$ cat src/rtl/uart_byte_tx.sv
// Byte-level 8N1/8N2 UART transmitter: one byte per send handshake, LSB first.
// Ports: clk, reset (sync, active-high), txdata[7:0], send -> txdone, busy, tx.
module uart_byte_tx #(
  parameter int CLKS_PER_BIT = 5208,
  parameter int STOP_BITS    = 1
) (
  input  logic       clk,
  input  logic       reset,
  input  logic [7:0] txdata,
  input  logic       send,
  output logic       txdone,
  output logic       busy,
  output logic       tx
);

  localparam int CNT_WIDTH = $clog2(CLKS_PER_BIT);
  localparam logic [CNT_WIDTH-1:0] CNT_LAST =
    CNT_WIDTH'(CLKS_PER_BIT - 1);
  localparam logic [2:0] STOP_LAST = 3'(STOP_BITS - 1);

  typedef enum logic [1:0] {
    IDLE,
    START,
    DATA,
    STOP
  } state_t;

  state_t               r_state, w_state;
  logic [CNT_WIDTH-1:0] r_cnt, w_cnt;
  logic [2:0]           r_idx, w_idx;
  logic [7:0]           r_shift, w_shift;
  logic                 r_tx, w_tx;
  logic                 r_busy, w_busy;
  logic                 r_txdone, w_txdone;
  logic                 w_last;

  always_comb begin
    w_state  = r_state;
    w_cnt    = r_cnt;
    w_idx    = r_idx;
    w_shift  = r_shift;
    w_txdone = 1'b0;
    w_last   = (r_cnt == CNT_LAST);
    unique case (r_state)
      IDLE: begin
        if (send) begin
          w_state = START;
          w_shift = txdata;
          w_cnt   = '0;
          w_idx   = '0;
        end
      end
      START: begin
        if (w_last) begin
          w_state = DATA;
          w_cnt   = '0;
          w_idx   = '0;
        end else begin
          w_cnt = r_cnt + 1'b1;
        end
      end
      DATA: begin
        if (w_last) begin
          w_cnt = '0;
          if (r_idx == 3'd7) begin
            w_state = STOP;
            w_idx   = '0;
          end else begin
            w_idx = r_idx + 3'd1;
          end
        end else begin
          w_cnt = r_cnt + 1'b1;
        end
      end
      STOP: begin
        // r_idx counts stop bits here so 8N2 reuses the same counter.
        if (w_last) begin
          w_cnt = '0;
          if (r_idx == STOP_LAST) begin
            w_state  = IDLE;
            w_idx    = '0;
            w_txdone = 1'b1;
          end else begin
            w_idx = r_idx + 3'd1;
          end
        end else begin
          w_cnt = r_cnt + 1'b1;
        end
      end
      default: w_state = IDLE;
    endcase

    // Line level is derived from the next state so tx stays registered.
    unique case (w_state)
      START:   w_tx = 1'b0;
      DATA:    w_tx = w_shift[w_idx];
      default: w_tx = 1'b1;
    endcase
    w_busy = (w_state != IDLE);
  end

  always_ff @(posedge clk) begin
    if (reset) begin
      r_state  <= IDLE;
      r_cnt    <= '0;
      r_idx    <= '0;
      r_shift  <= '0;
      r_tx     <= 1'b1;
      r_busy   <= 1'b0;
      r_txdone <= 1'b0;
    end else begin
      r_state  <= w_state;
      r_cnt    <= w_cnt;
      r_idx    <= w_idx;
      r_shift  <= w_shift;
      r_tx     <= w_tx;
      r_busy   <= w_busy;
      r_txdone <= w_txdone;
    end
  end

  assign tx     = r_tx;
  assign busy   = r_busy;
  assign txdone = r_txdone;

endmodule

$ cat config.mk
export PLATFORM = sky130hd
export DESIGN_NAME = uart_byte_tx
export DESIGN_NICKNAME = d
export VERILOG_FILES = /design/src/rtl/uart_byte_tx.sv
export SDC_FILE = /design/constraint.sdc
export NUM_CORES = 1
export LEC_CHECK = 0
export ABC_AREA = 1
export ABC_CLOCK_PERIOD_IN_PS = 2250
export BUFFER_PORTS_ARGS = -buffer_cell sky130_fd_sc_hd__buf_2
export CAP_MARGIN = 20
export CORE_MARGIN = 1
export CORE_UTILIZATION = 48
export CTS_CLUSTER_DIAMETER = 50
export DETAILED_ROUTE_END_ITERATION = 12
export PLACE_DENSITY = 0.65
export SYNTH_ARGS = -nofsm -noshare
export SYNTH_HDL_FRONTEND = slang
export SYNTH_SLANG_ARGS = --single-unit
$ cat constraint.sdc
create_clock -name clk -period 2.25 [get_ports clk]
set_input_delay 0.225 -clock clk [delete_from_list [all_inputs] [get_ports clk]]
set_output_delay 0.225 -clock clk [all_outputs]
set_load 0.01 [all_outputs]
# After elaboration in Yosys (flattened, before gate mapping)
# Cells that the tools add are included.
# classes
n_reduce_logical	5
n_bitwise	2
n_mux	23
addsub	2
magnitude_cmp	1
eq_ne	8
# op_table
op	n
13-bit two-way mux	2
13-bit case mux with 2 select lines	1
3-bit two-way mux	6
8-bit two-way mux	2
13-bit by 1-bit adder with 13-bit output, second input constant	1
13-bit == test, second input constant	1
2-bit two-way mux	6
3-bit case mux with 4 select lines	1
2-bit case mux with 4 select lines	1
2-bit == test, second input constant	3
3-bit OR reduction	2
2-bit by 1-bit == test with 1-bit output, second input constant	2
3-bit by 4-bit < comparator with 1-bit output, second input constant	1
3-bit by 1-bit adder with 3-bit output, second input constant	1
1-bit binary-select mux with 3-bit select	1
3-bit == test, second input constant	1
3-bit logical NOT	1
2-bit logical NOT	1
1-bit two-way mux	2
2-bit inequality test, second input constant	1
1-bit inverter	2
1-bit case mux with 2 select lines	1
2-bit nonzero test	1
# totals
word_cells	48
output_inout_bits	3
regBits	29

# Logic depth before layout (Yosys ltp)
# logic_depth
ltp_word	7
ltp_mapped	15

# Worst setup path before layout
# OpenSTA, ideal clock, no wires.
# synth_path
path_kind	register to register
start	reg r_cnt[0]
end	reg r_tx, in the netlist tx
path_buffers	0
slack_ns	0.579
t_arrival_ns	1.551
synth_period_minus_slack_ns	1.671
path_stages_with_launch	10
required_time_ns	2.131
cell_sequence	dfxtp_1 -> ha_1 -> nand2_1 -> nor2_2 -> nand3_4 -> o21bai_2 -> o31ai_2 -> o21ai_4 -> xor2_1 -> nand3_2
# synth_via
elab_chain_cells	6
elab_cells_between_ends	14
classes_between	3 x eq/ne; 11 x mux
# synth_lines
element	line	rtl
start: declaration	29	logic [CNT_WIDTH-1:0] r_cnt, w_cnt;
start signal: assignment	113	r_cnt <= w_cnt;
13-bit == test *	43	w_last = (r_cnt == CNT_LAST);
3-bit two-way mux (on tied branches)	77, 54, 63	
3-bit case mux with 4 select lines	44	unique case (r_state)
1-bit binary-select mux with 3-bit select	96	DATA: w_tx = w_shift[w_idx];
1-bit two-way mux (implied by the code)	96	
1-bit case mux with 2 select lines *	94	unique case (w_state)
end signal: assignment	116	r_tx <= w_tx;
end: declaration	32	logic r_tx, w_tx;
# Mark *: on every way between the ends. The rest lies on a longest branch, timed or not. The select of a mux whose other input is x is not followed.
# A chain may end at the register's enable or synchronous reset.

# Final worst setup path
# Ends and elaborated chain as after synthesis.

==> run metrics <==
status completed; Worst path slowest cell dfxtp_1; share of layout cells above drive strength 1 16.67%; Multi-input gate area about 840 sq um; routability cong. a little under 0.9; die width between 50 and 60 um; Worst slew margin 71.45%; CORE AREA 3103 sq um; Comb power frac about a tenth; period utilization 86.70%; Clk pwr share between 30 and 40%; minimum clock period after layout approximately 2000 ps; clock tree buffer depth 2; final setup vio count 0; cts hold-fix bufs 0; Placed Cells around 280; CP Data Required Time around 2500 ps; post-synth cell types 35; CP Max Fanout 5; synthesized net count 244; Worst path top cell family by delay simple AND/OR/NAND/NOR gates; sequential standard cell area 580.6 sq um; register bit total from synthesis 29; initial core utilization 51.33%; worst flop-to-flop path endpoint tx; nets 260; # clock sinks 29; cell repeated most along the worst path nand2_1; CP Data Arrival Time 2170 ps; area delta synth->final 11.31%; Rows 20; clk_lat worst skew between 300 and 400 ps; per-cell routed wire length 11.17 um; Setup CP Type flip-flop to flip-flop; end point of the worst hold path r_shift[2]; Synth Flop Type dfxtp_1; TNS Setup 0 ps; cts bufs inserted 5; CP Launch Type flip-flop; Met2 Wirelength 1412 um; Pleak between 0.7 and 0.8 nW; max-cap violation count 0; Syn Area/Cell between 6 and 7 sq um; sequential-to-total area share from yosys stat 36.45%; Die ar. 3553 sq um; maximum VDD drop between 300 and 400 uV; Fill cells between 300 and 400; RR Startpoint r_cnt[0]; CTS tree built; WL met3 141 um; R2R depth 12; synthesized area around 1600 sq um; Vias/cell 4.934; Setup Fix Bufs, Post-CTS 0; initial antenna violation count 0; Final Hold Viols 0; reg2reg setup slack 300 ps; placed cell area roughly 1700 sq um; worst path bufs/invs 0; Post-synth EDFFs 0; number of buffers added on ports 13; yosys synthesis warning count 0; Hold Path Class input pin to flip-flop; post-synthesis async set-or-reset flop share 0%; RSZ-0062 raised after global routing false; # DRC 0; Syn Inst Count about 230; height of the die approximately 60 um; Sw Share about 26%; Sw Pwr 0.2581 mW; TritonRoute pass-1 iters 4; cell depth of the worst hold path 3; worst path cell trace ha_1 > nand2_1 > nor2_2 > nand3_4 > nand2_2 > o21ai_1 > a21oi_1 > nand3_1 > nand3_1 > nand2_1 > nand2_1 > nand3_2; Max Slew Vio Count 0; Tightest Pin Transition about 420 ps; clk_skew about 7.3 ps; top layer in use met4; overflow left after global routing 0; Worst setup EP type flip-flop; DRT iter0 DRCs ~60; largest net degree at the start of global routing 16; DPL Wire Length approximately 2400 um; fmax ~0.51 GHz; IO Count 14; Clock Root Buffer clkbuf_4; Int Pwr ~0.75 mW; Reg power frac 53.3%; vias in the first global route approximately 1300; Via Count 1431; final non-filler cell total slightly below 300; post-cts sizing count 0; DRT antenna net count 0; antenna cell count 0; H-tree depth 2; M1 wire length around 1600 um; crit-path max cell delay roughly 380 ps; routed wire length around 3200 um; Final Core Density ~57%; Hold Crit Start txdata[2]; finished layout cell area 1773 sq um; GRT Util Overall between 20% and 30%; Power per Cell Area around 570 nW/um^2; Clock transition at path regs about 90 ps; first-pass GRT wire length slightly below 6000 um
## Yosys cell counts, types with 3 or more instances
cell      count  area [sq um]
nand2_1      50         187.7
inv_1        37         138.9
dfxtp_1      29         580.6
nor2_1       24         90.09
nand3_1      17         85.08
o21ai_0      13         65.06
a21oi_1      11         55.05
a221oi_1      4         35.03
clkbuf_1      4         15.01
ha_1          4         50.05
nand2_2       3         18.77
nand4_1       3         18.77
nor2_2        3         18.77
xor2_1        3         26.28
## flip-flops by register name, summed over array words and instances (netlist names)
name and flops:
r_cnt 13, r_shift 8, r_idx 3, r_state 2, busy 1, tx 1
txdone 1
## worst max path at each step
stage                        start  to  slack, ps  depth (start not counted)
after floorplan           r_cnt[0]  tx        580                          9
after global placement    r_cnt[0]  tx        340                         10
after detailed placement  r_cnt[0]  tx        300                         10
after CTS                 r_cnt[0]  tx        270                         10
after global routing      r_cnt[0]  tx         70                         10
final                     r_cnt[0]  tx        300                         12
## metal layers
layer | vias to the layer above | track usage [%]
met4 | 0 | 6.977
met1 | 625 | 29.64
met3 | 6 | 6.550
met2 | 28 | 34.03
li1 | 772 | -
met5 | - | 0
## cell type report
| class | count | share of cell area (%) |
|---|---|---|
| multi-input combinational | 156 | 47.64 |
| timing repair buffer | 15 | 4.517 |
| clock inverter | 1 | 0.2823 |
| inverter | 38 | 8.045 |
| sequential | 29 | 32.75 |
| tap | 44 | 3.105 |
| clock buffer | 7 | 3.670 |
## cell families (layout without fill, tap and decap cells)
family                   count (synthesis)  count (layout)  share of synthesized area (%)
flip-flops                              29              29                          36.45
XOR/XNOR                                 3               3                          1.650
AND/OR/NAND/NOR                        110             110                          32.29
adder cells (fa/ha/maj)                  4               4                          3.142
multiplexers                             1               1                         0.6285
AO/OA/AOI/OAI                           38              38                          15.32
buffers and inverters                   44              61                          10.53
## placed cells by master (no fill, tap or decap), drive strengths merged
master / instances
nor2: 28
o211ai: 1
nor3: 1
nor3b: 1
and3: 2
o21bai: 1
o21a: 1
a211oi: 1
a21oi: 12
nand2: 53
o21ai: 16
xor2: 3
ha: 4
nand3: 20
buf: 15
inv: 38
clkbuf: 7
mux2i: 1
nand3b: 1
clkinv: 1
a221oi: 4
dfxtp: 29
o31ai: 1
nand4: 4
a31oi: 1
## tightest hold or removal path: stages
cell and delay, ps:
buf_2 80, mux2i_1 70, nor2_1 80
## through the flow
| stage | hold slack [ps] | setup slack, ps | total power, mW |
|---|---|---|---|
| finish | 153.4 | 299.2 | 1.007 |
| global route | 135.2 | 66.21 | 1.070 |
| CTS | 143.4 | 271.3 | 1.020 |
| detailed placement | 480.0 | 298.9 | 0.6553 |
| global placement | 472.4 | 335.5 | 0.6551 |
| floorplan | 380.4 | 579.2 | 0.6236 |
## power groups by stage
stage / registers, mW / clock network, mW / logic [mW]
after floorplan: 0.549 / 0 / 0.0742
after global placement: 0.549 / 0 / 0.106
after detailed placement: 0.549 / 0 / 0.106
after CTS: 0.537 / 0.376 / 0.106
after global routing: 0.539 / 0.409 / 0.122
final: 0.537 / 0.365 / 0.105
Note: power is estimated with default switching activity, not from simulation.
